==> src/rtl/oam_dma_controller.sv <==
// oam_dma_controller
//   Copies DMA_LEN bytes from {src_hi, idx} on the system MMU into OAM,
//   one byte every two bus cycles, after the CPU writes the source high byte
//   to DMA_REG_ADDR. While idle, CPU accesses pass straight through to the
//   MMU; while a transfer owns the bus, CPU accesses are blocked.
//
// Ports
//   clk, reset              bus clock, async active-high reset
//   A_cpu, Di_cpu, Do_cpu   CPU address / write data / read data
//   wr_cpu, rd_cpu          CPU strobes
//   A_MMU, Do_MMU, Di_MMU   system MMU address / write data / read data
//   wr_MMU, rd_MMU          system MMU strobes
//   A_OAM, Do_OAM, wr_OAM   OAM byte index / write data / write strobe
//   dma_active              transfer owns the MMU bus
//
// state   | meaning
// --------+-------------------------------------------------------------
// S_IDLE  | no transfer; CPU passes through to the MMU
// S_DELAY | one dead cycle after the source register write
// S_READ  | read source byte {src_hi, idx} from the MMU into r_buf
// S_WRITE | write r_buf to OAM[idx]; advance idx or finish
module oam_dma_controller #(
  parameter int unsigned DMA_LEN      = 160,
  parameter logic [15:0] DMA_REG_ADDR = 16'hFF46
) (
  input  logic        clk,
  input  logic        reset,
  input  logic [15:0] A_cpu,
  input  logic [7:0]  Di_cpu,
  output logic [7:0]  Do_cpu,
  input  logic        wr_cpu,
  input  logic        rd_cpu,
  output logic [15:0] A_MMU,
  output logic [7:0]  Do_MMU,
  input  logic [7:0]  Di_MMU,
  output logic        wr_MMU,
  output logic        rd_MMU,
  output logic [7:0]  A_OAM,
  output logic [7:0]  Do_OAM,
  output logic        wr_OAM,
  output logic        dma_active
);

  typedef enum logic [1:0] {
    S_IDLE  = 2'd0,
    S_DELAY = 2'd1,
    S_READ  = 2'd2,
    S_WRITE = 2'd3
  } state_t;

  localparam logic [7:0] LAST_IDX = 8'(DMA_LEN - 1);

  state_t     r_state;
  logic [7:0] r_dma_reg;
  logic [7:0] r_idx;
  logic [7:0] r_buf;

  logic       w_is_reg;
  logic [7:0] w_src_hi;

  assign w_is_reg = (A_cpu == DMA_REG_ADDR);
  // Sources at E000 and above are echo RAM; fold them back onto C000-DDFF.
  assign w_src_hi = (r_dma_reg < 8'hE0) ? r_dma_reg : (r_dma_reg - 8'h20);

  always_ff @(posedge clk or posedge reset) begin
    if (reset) begin
      r_state   <= S_IDLE;
      r_dma_reg <= 8'h00;
      r_idx     <= 8'h00;
      r_buf     <= 8'h00;
    end else if (wr_cpu && w_is_reg) begin
      // A register write (re)starts the transfer from any state.
      r_dma_reg <= Di_cpu;
      r_idx     <= 8'h00;
      r_state   <= S_DELAY;
    end else begin
      case (r_state)
        S_IDLE:  r_state <= S_IDLE;
        S_DELAY: r_state <= S_READ;
        S_READ: begin
          r_buf   <= Di_MMU;
          r_state <= S_WRITE;
        end
        S_WRITE: begin
          if (r_idx == LAST_IDX) begin
            r_state <= S_IDLE;
          end else begin
            r_idx   <= r_idx + 8'd1;
            r_state <= S_READ;
          end
        end
        default: r_state <= S_IDLE;
      endcase
    end
  end

  assign dma_active = (r_state != S_IDLE);

  always_comb begin
    A_MMU  = 16'h0000;
    Do_MMU = 8'h00;
    wr_MMU = 1'b0;
    rd_MMU = 1'b0;
    Do_cpu = 8'h00;
    A_OAM  = 8'h00;
    Do_OAM = 8'h00;
    wr_OAM = 1'b0;

    // CPU side: the source register is local and never forwarded.
    if (w_is_reg) begin
      Do_cpu = r_dma_reg;
    end else if (r_state == S_IDLE) begin
      A_MMU  = A_cpu;
      wr_MMU = wr_cpu;
      rd_MMU = rd_cpu;
      Do_MMU = wr_cpu ? Di_cpu : 8'h00;
      Do_cpu = Di_MMU;
    end else begin
      Do_cpu = 8'hFF;
    end

    // DMA side owns the MMU bus and OAM port outside idle.
    case (r_state)
      S_READ: begin
        A_MMU  = {w_src_hi, r_idx};
        rd_MMU = 1'b1;
      end
      S_WRITE: begin
        wr_OAM = 1'b1;
        A_OAM  = r_idx;
        Do_OAM = r_buf;
      end
      default: ;
    endcase
  end

endmodule

==> config.mk <==
export PLATFORM = sky130hd
export DESIGN_NAME = oam_dma_controller
export DESIGN_NICKNAME = d
export VERILOG_FILES = /design/src/rtl/oam_dma_controller.sv
export SDC_FILE = /design/constraint.sdc
export NUM_CORES = 1
export LEC_CHECK = 0
export ABC_AREA = 0
export CAP_MARGIN = 20
export CORE_ASPECT_RATIO = 2
export CORE_MARGIN = 2
export CORE_UTILIZATION = 40
export CTS_CLUSTER_DIAMETER = 80
export DETAILED_ROUTE_END_ITERATION = 12
export PLACE_DENSITY = 0.86
export REMOVE_ABC_BUFFERS = 1
export SYNTH_ARGS = -nofsm -noshare
export SYNTH_HDL_FRONTEND = slang
export SYNTH_SLANG_ARGS = --single-unit
==> constraint.sdc <==
create_clock -name clk -period 3.9 [get_ports clk]
set_clock_uncertainty 0.15 [all_clocks]
set_input_delay 1.17 -clock clk [delete_from_list [all_inputs] [get_ports clk]]
set_output_delay 1.17 -clock clk [all_outputs]
set_load 0.1 [all_outputs]
==> impl_metrics.py <==
metrics = {
    "route": {
        "remaining_drc_errors": 0,
        "dr_total_vias": 1949,
        "antenna_left": 0,
        "firstDrtPassIters": 4,
        "detailed_route_wire_length_per_cell_um": 20.5,
        "drt_iter0_drc": 70,
        "post_drt_via_cell_ratio": 5.73,
        "drt-total-wl_um": 6960,
    },
    "floorplan": {
        "die_height_um": 96.2,
        "rows": 33,
        "i_o_pins": 88,
        "floorplan.initialDensity_pct": 41.6,
        "die_w_um": 50.1,
        "fp.dieArea_sq_um": 4820,
        "core-area_sq_um": 4090,
    },
    "timing": {
        "final.hold.worst_slack_ns": 0.359,
        "timing.final.setup_violations": 20,
        "rsz0062_at_grt": "yes",
        "worst_slack_ns": -0.105,
        "fmax_mhz": 250,
        "finalMaxSlewViolations": 0,
        "hold_viol": 0,
        "final_period_minus_worst_setup_slack_ns": 4.00,
        "period_share_pct": 103,
        "worst-slew-pin-transition_ns": 1.01,
        "worst_rel_slew_slack_pct": 32.6,
    },
    "synth": {
        "synth_edf_count": 0,
        "synth_top_cell_by_area": "sky130_fd_sc_hd__dfrtp_1",
        "synthMostInstantiatedCell": "sky130_fd_sc_hd__and3_1",
        "yosys_warnings": 0,
        "synth_common_cells": "sky130_fd_sc_hd__and3_1, sky130_fd_sc_hd__dfrtp_1, sky130_fd_sc_hd__nor2_1",
        "syn_inst": 183,
        "synthesis.area_sq_um": 1700,
        "synth_compound_gate_area_share_pct": 9.86,
        "netlist_top_cells_area": "sky130_fd_sc_hd__dfrtp_1, sky130_fd_sc_hd__and3_1, sky130_fd_sc_hd__mux2_2",
        "synthesis_stage_register_bit_count": 26,
        "ys.flop_type": "sky130_fd_sc_hd__dfrtp_1",
        "synthXorXnorAreaFrac_pct": 3.09,
        "share_of_the_synthesized_area_in_the_top_cell_type_pct": 38.3,
        "ys_async_sr_fraction_pct": 100,
        "synth_top_family_by_area": "simple AND/OR/NAND/NOR gates",
        "synth_mux_area_share_pct": 13.4,
        "seq_area_frac_synth_pct": 38.3,
        "synth.avg_cell_area_sq_um": 9.29,
        "yosys.area_share.simple_pct": 29.5,
        "post_synth_num_cell_types": 36,
        "synthAdderAreaFrac_pct": 1.47,
    },
    "hold_path": {
        "holdCritPathClass": "flop to flop",
        "hp-start": "r_buf[7]",
    },
    "outcome": {
        "status": "complete, but fails checks",
        "failed_checks": "negative setup slack",
    },
    "placement": {
        "io_buffers": 87,
        "half_perimeter_wire_length_after_placement_um": 4630,
        "dpl-instance-area_sq_um": 2980,
        "post-place-cells": 324,
        "gp_congestion": 0.832,
    },
    "cells_and_area": {
        "finalNetCount": 327,
        "num_antenna_cells": 0,
        "area_occupied_by_multi_input_gates_sq_um": 1200,
        "finalCoreUtilization_pct": 82.5,
        "final_cells": 340,
        "syn2layout_area_growth_pct": 98.3,
        "fin_area_sq_um": 3370,
        "drive_above_1_share_pct": 54.2,
        "seq_area_sq_um": 651,
        "final.fill_count": 207,
    },
    "flow_run": {
        "cap_viol_max_count": 0,
    },
    "clock_tree": {
        "cts_hold_repair.buffers": 0,
        "cts_max_path_buffers": 2,
        "clk_transition_reported_paths_ns": 0.09,
        "htree_levels": 1,
        "insertion_delay_ns": 0.28,
        "clock-root-buffer": "sky130_fd_sc_hd__clkbuf_8",
        "clock_tree_from_tritoncts": "yes",
        "cts.sink_count": 26,
        "numCtsBuffers": 3,
    },
    "critical_path": {
        "critical_path.endpoint_type": "primary output",
        "timing.critical_path.required_ns": 2.58,
        "timing.critical_path.from_type": "input pin",
        "cp_cell_sequence": "buf_6 > nand4bb_4 > buf_4 > or4_4 > nor2_1 > nor2_2 > buf_12",
        "path_buf_inv": 3,
        "cp_data_arrival_time_ns": 2.68,
        "crit_path_max_incr_delay_ns": 0.59,
        "critPathKind": "input pin to primary output",
        "timing.critical_path.fanout_max": 6,
        "crit_path_top_delay_cell": "sky130_fd_sc_hd__or4_4",
        "launch_point_of_the_worst_path": "A_cpu[7]",
        "r2r-start": "r_idx[5]",
        "path_delay_family": "simple AND/OR/NAND/NOR gates",
    },
    "power_and_ir_drop": {
        "switch_share_pct": 36.2,
        "p_int_uw": 570,
        "clock_network_fraction_of_design_power_pct": 25.1,
        "p_leak_uw": 0.00162,
        "combinationalPowerShare_pct": 39.1,
        "power.net_switching_uw": 324,
        "ir_drop_v": 0.000292,
        "total_power_uw": 894,
        "power_density_nw_per_um2": 265,
        "power.share.sequential_pct": 35.8,
    },
    "global_routing": {
        "global_route.overflow_total": 0,
        "vias_in_the_first_global_route": 1973,
        "largest_net_degree_at_the_start_of_global_routing": 27,
        "antenna_found_initial": 0,
        "gr-usage-all-layers_pct": 28.1,
        "grt_first_pass_wirelength_um": 9980,
    },
}
==> area by class of cell <==
class                   count  area share [%]
clock inverters             1           0.891
multi-input cells         140            35.6
inverters                   4           0.445
flip-flops and latches     26            19.3
repair buffers            114            40.6
clock buffers               3            1.22
well taps                  52            1.93
==> worst reg2reg max path: cells and delay by family, from the launching register on <==
family | cells | cell delay (ns)
compound gates | 1 | 0.25
flops | 1 | 0.45
mux | 1 | 0.20
simple gates | 2 | 0.84
==> cells by family after synthesis <==
kind of cell | count (synthesis)
buf+inv | 17
fa+ha+maj | 2
flops | 26
mux | 21
compound gates | 23
xor+xnor | 6
simple gates | 88
==> cells in the final DEF, fill, tap and decap left out, types with 3 or more instances in the layout <==
cell type,n
sky130_fd_sc_hd__buf_4,38
sky130_fd_sc_hd__buf_12,34
sky130_fd_sc_hd__dfrtp_1,26
sky130_fd_sc_hd__and3_1,19
sky130_fd_sc_hd__clkdlybuf4s50_1,19
sky130_fd_sc_hd__nor2_1,14
sky130_fd_sc_hd__mux2_2,13
sky130_fd_sc_hd__buf_2,11
sky130_fd_sc_hd__nand3_1,9
sky130_fd_sc_hd__and3_4,8
sky130_fd_sc_hd__nor2_2,8
sky130_fd_sc_hd__buf_6,8
sky130_fd_sc_hd__mux2i_1,7
sky130_fd_sc_hd__a21oi_1,5
sky130_fd_sc_hd__nor3_2,5
sky130_fd_sc_hd__a22o_1,5
sky130_fd_sc_hd__inv_1,4
sky130_fd_sc_hd__xnor2_1,4
sky130_fd_sc_hd__a22o_4,4
sky130_fd_sc_hd__a21oi_2,3
sky130_fd_sc_hd__nor2_4,3
sky130_fd_sc_hd__nor3_4,3
sky130_fd_sc_hd__clkbuf_8,3
==> routing by layer <==
layer,vias up,wire length [um],GRT usage (%)
li1,875,-,-
met1,942,2270,29.0
met2,109,4040,54.6
met3,23,375,2.17
met4,0,276,14.1
met5,-,0,0
==> path summary, 6_finish.rpt <==
check,to,slack [ns],cells after the start
setup / recovery,Do_cpu[7],-0.10,7
setup reg to reg,r_idx[1],1.90,4
min in group asynchronous,r_buf[0],1.01,2
hold reg to reg,r_buf[7],0.36,1
hold / removal,r_buf[7],0.36,1
max in group asynchronous,r_idx[1],2.17,3
==> metrics by stage <==
| step | setup WS (ns) | setup TNS [ns] |
|---|---|---|
| finish | -0.105 | -1.04 |
| global route | -0.140 | -1.86 |
| CTS | -0.0133 | -0.0133 |
| detailed placement | -0.484 | -11.67 |
| global placement | -0.458 | -10.73 |
| floorplan | -1.05 | -16.00 |
==> power groups by stage <==
stage	Combinational, uW	Clock, uW	Sequential, uW
detailed placement	339	0	323
finish	350	224	320
global route	365	234	322
global placement	335	0	323
CTS	340	225	318
floorplan	198	0	315
==> repair_timing <==
action	CTS	global route
cloned	3	0
setup buffers	5	3
pin swaps	14	7
resized for setup	93	31
endpoints found under the setup margin	29	29
No activity file was read; power rests on OpenSTA's default activity.
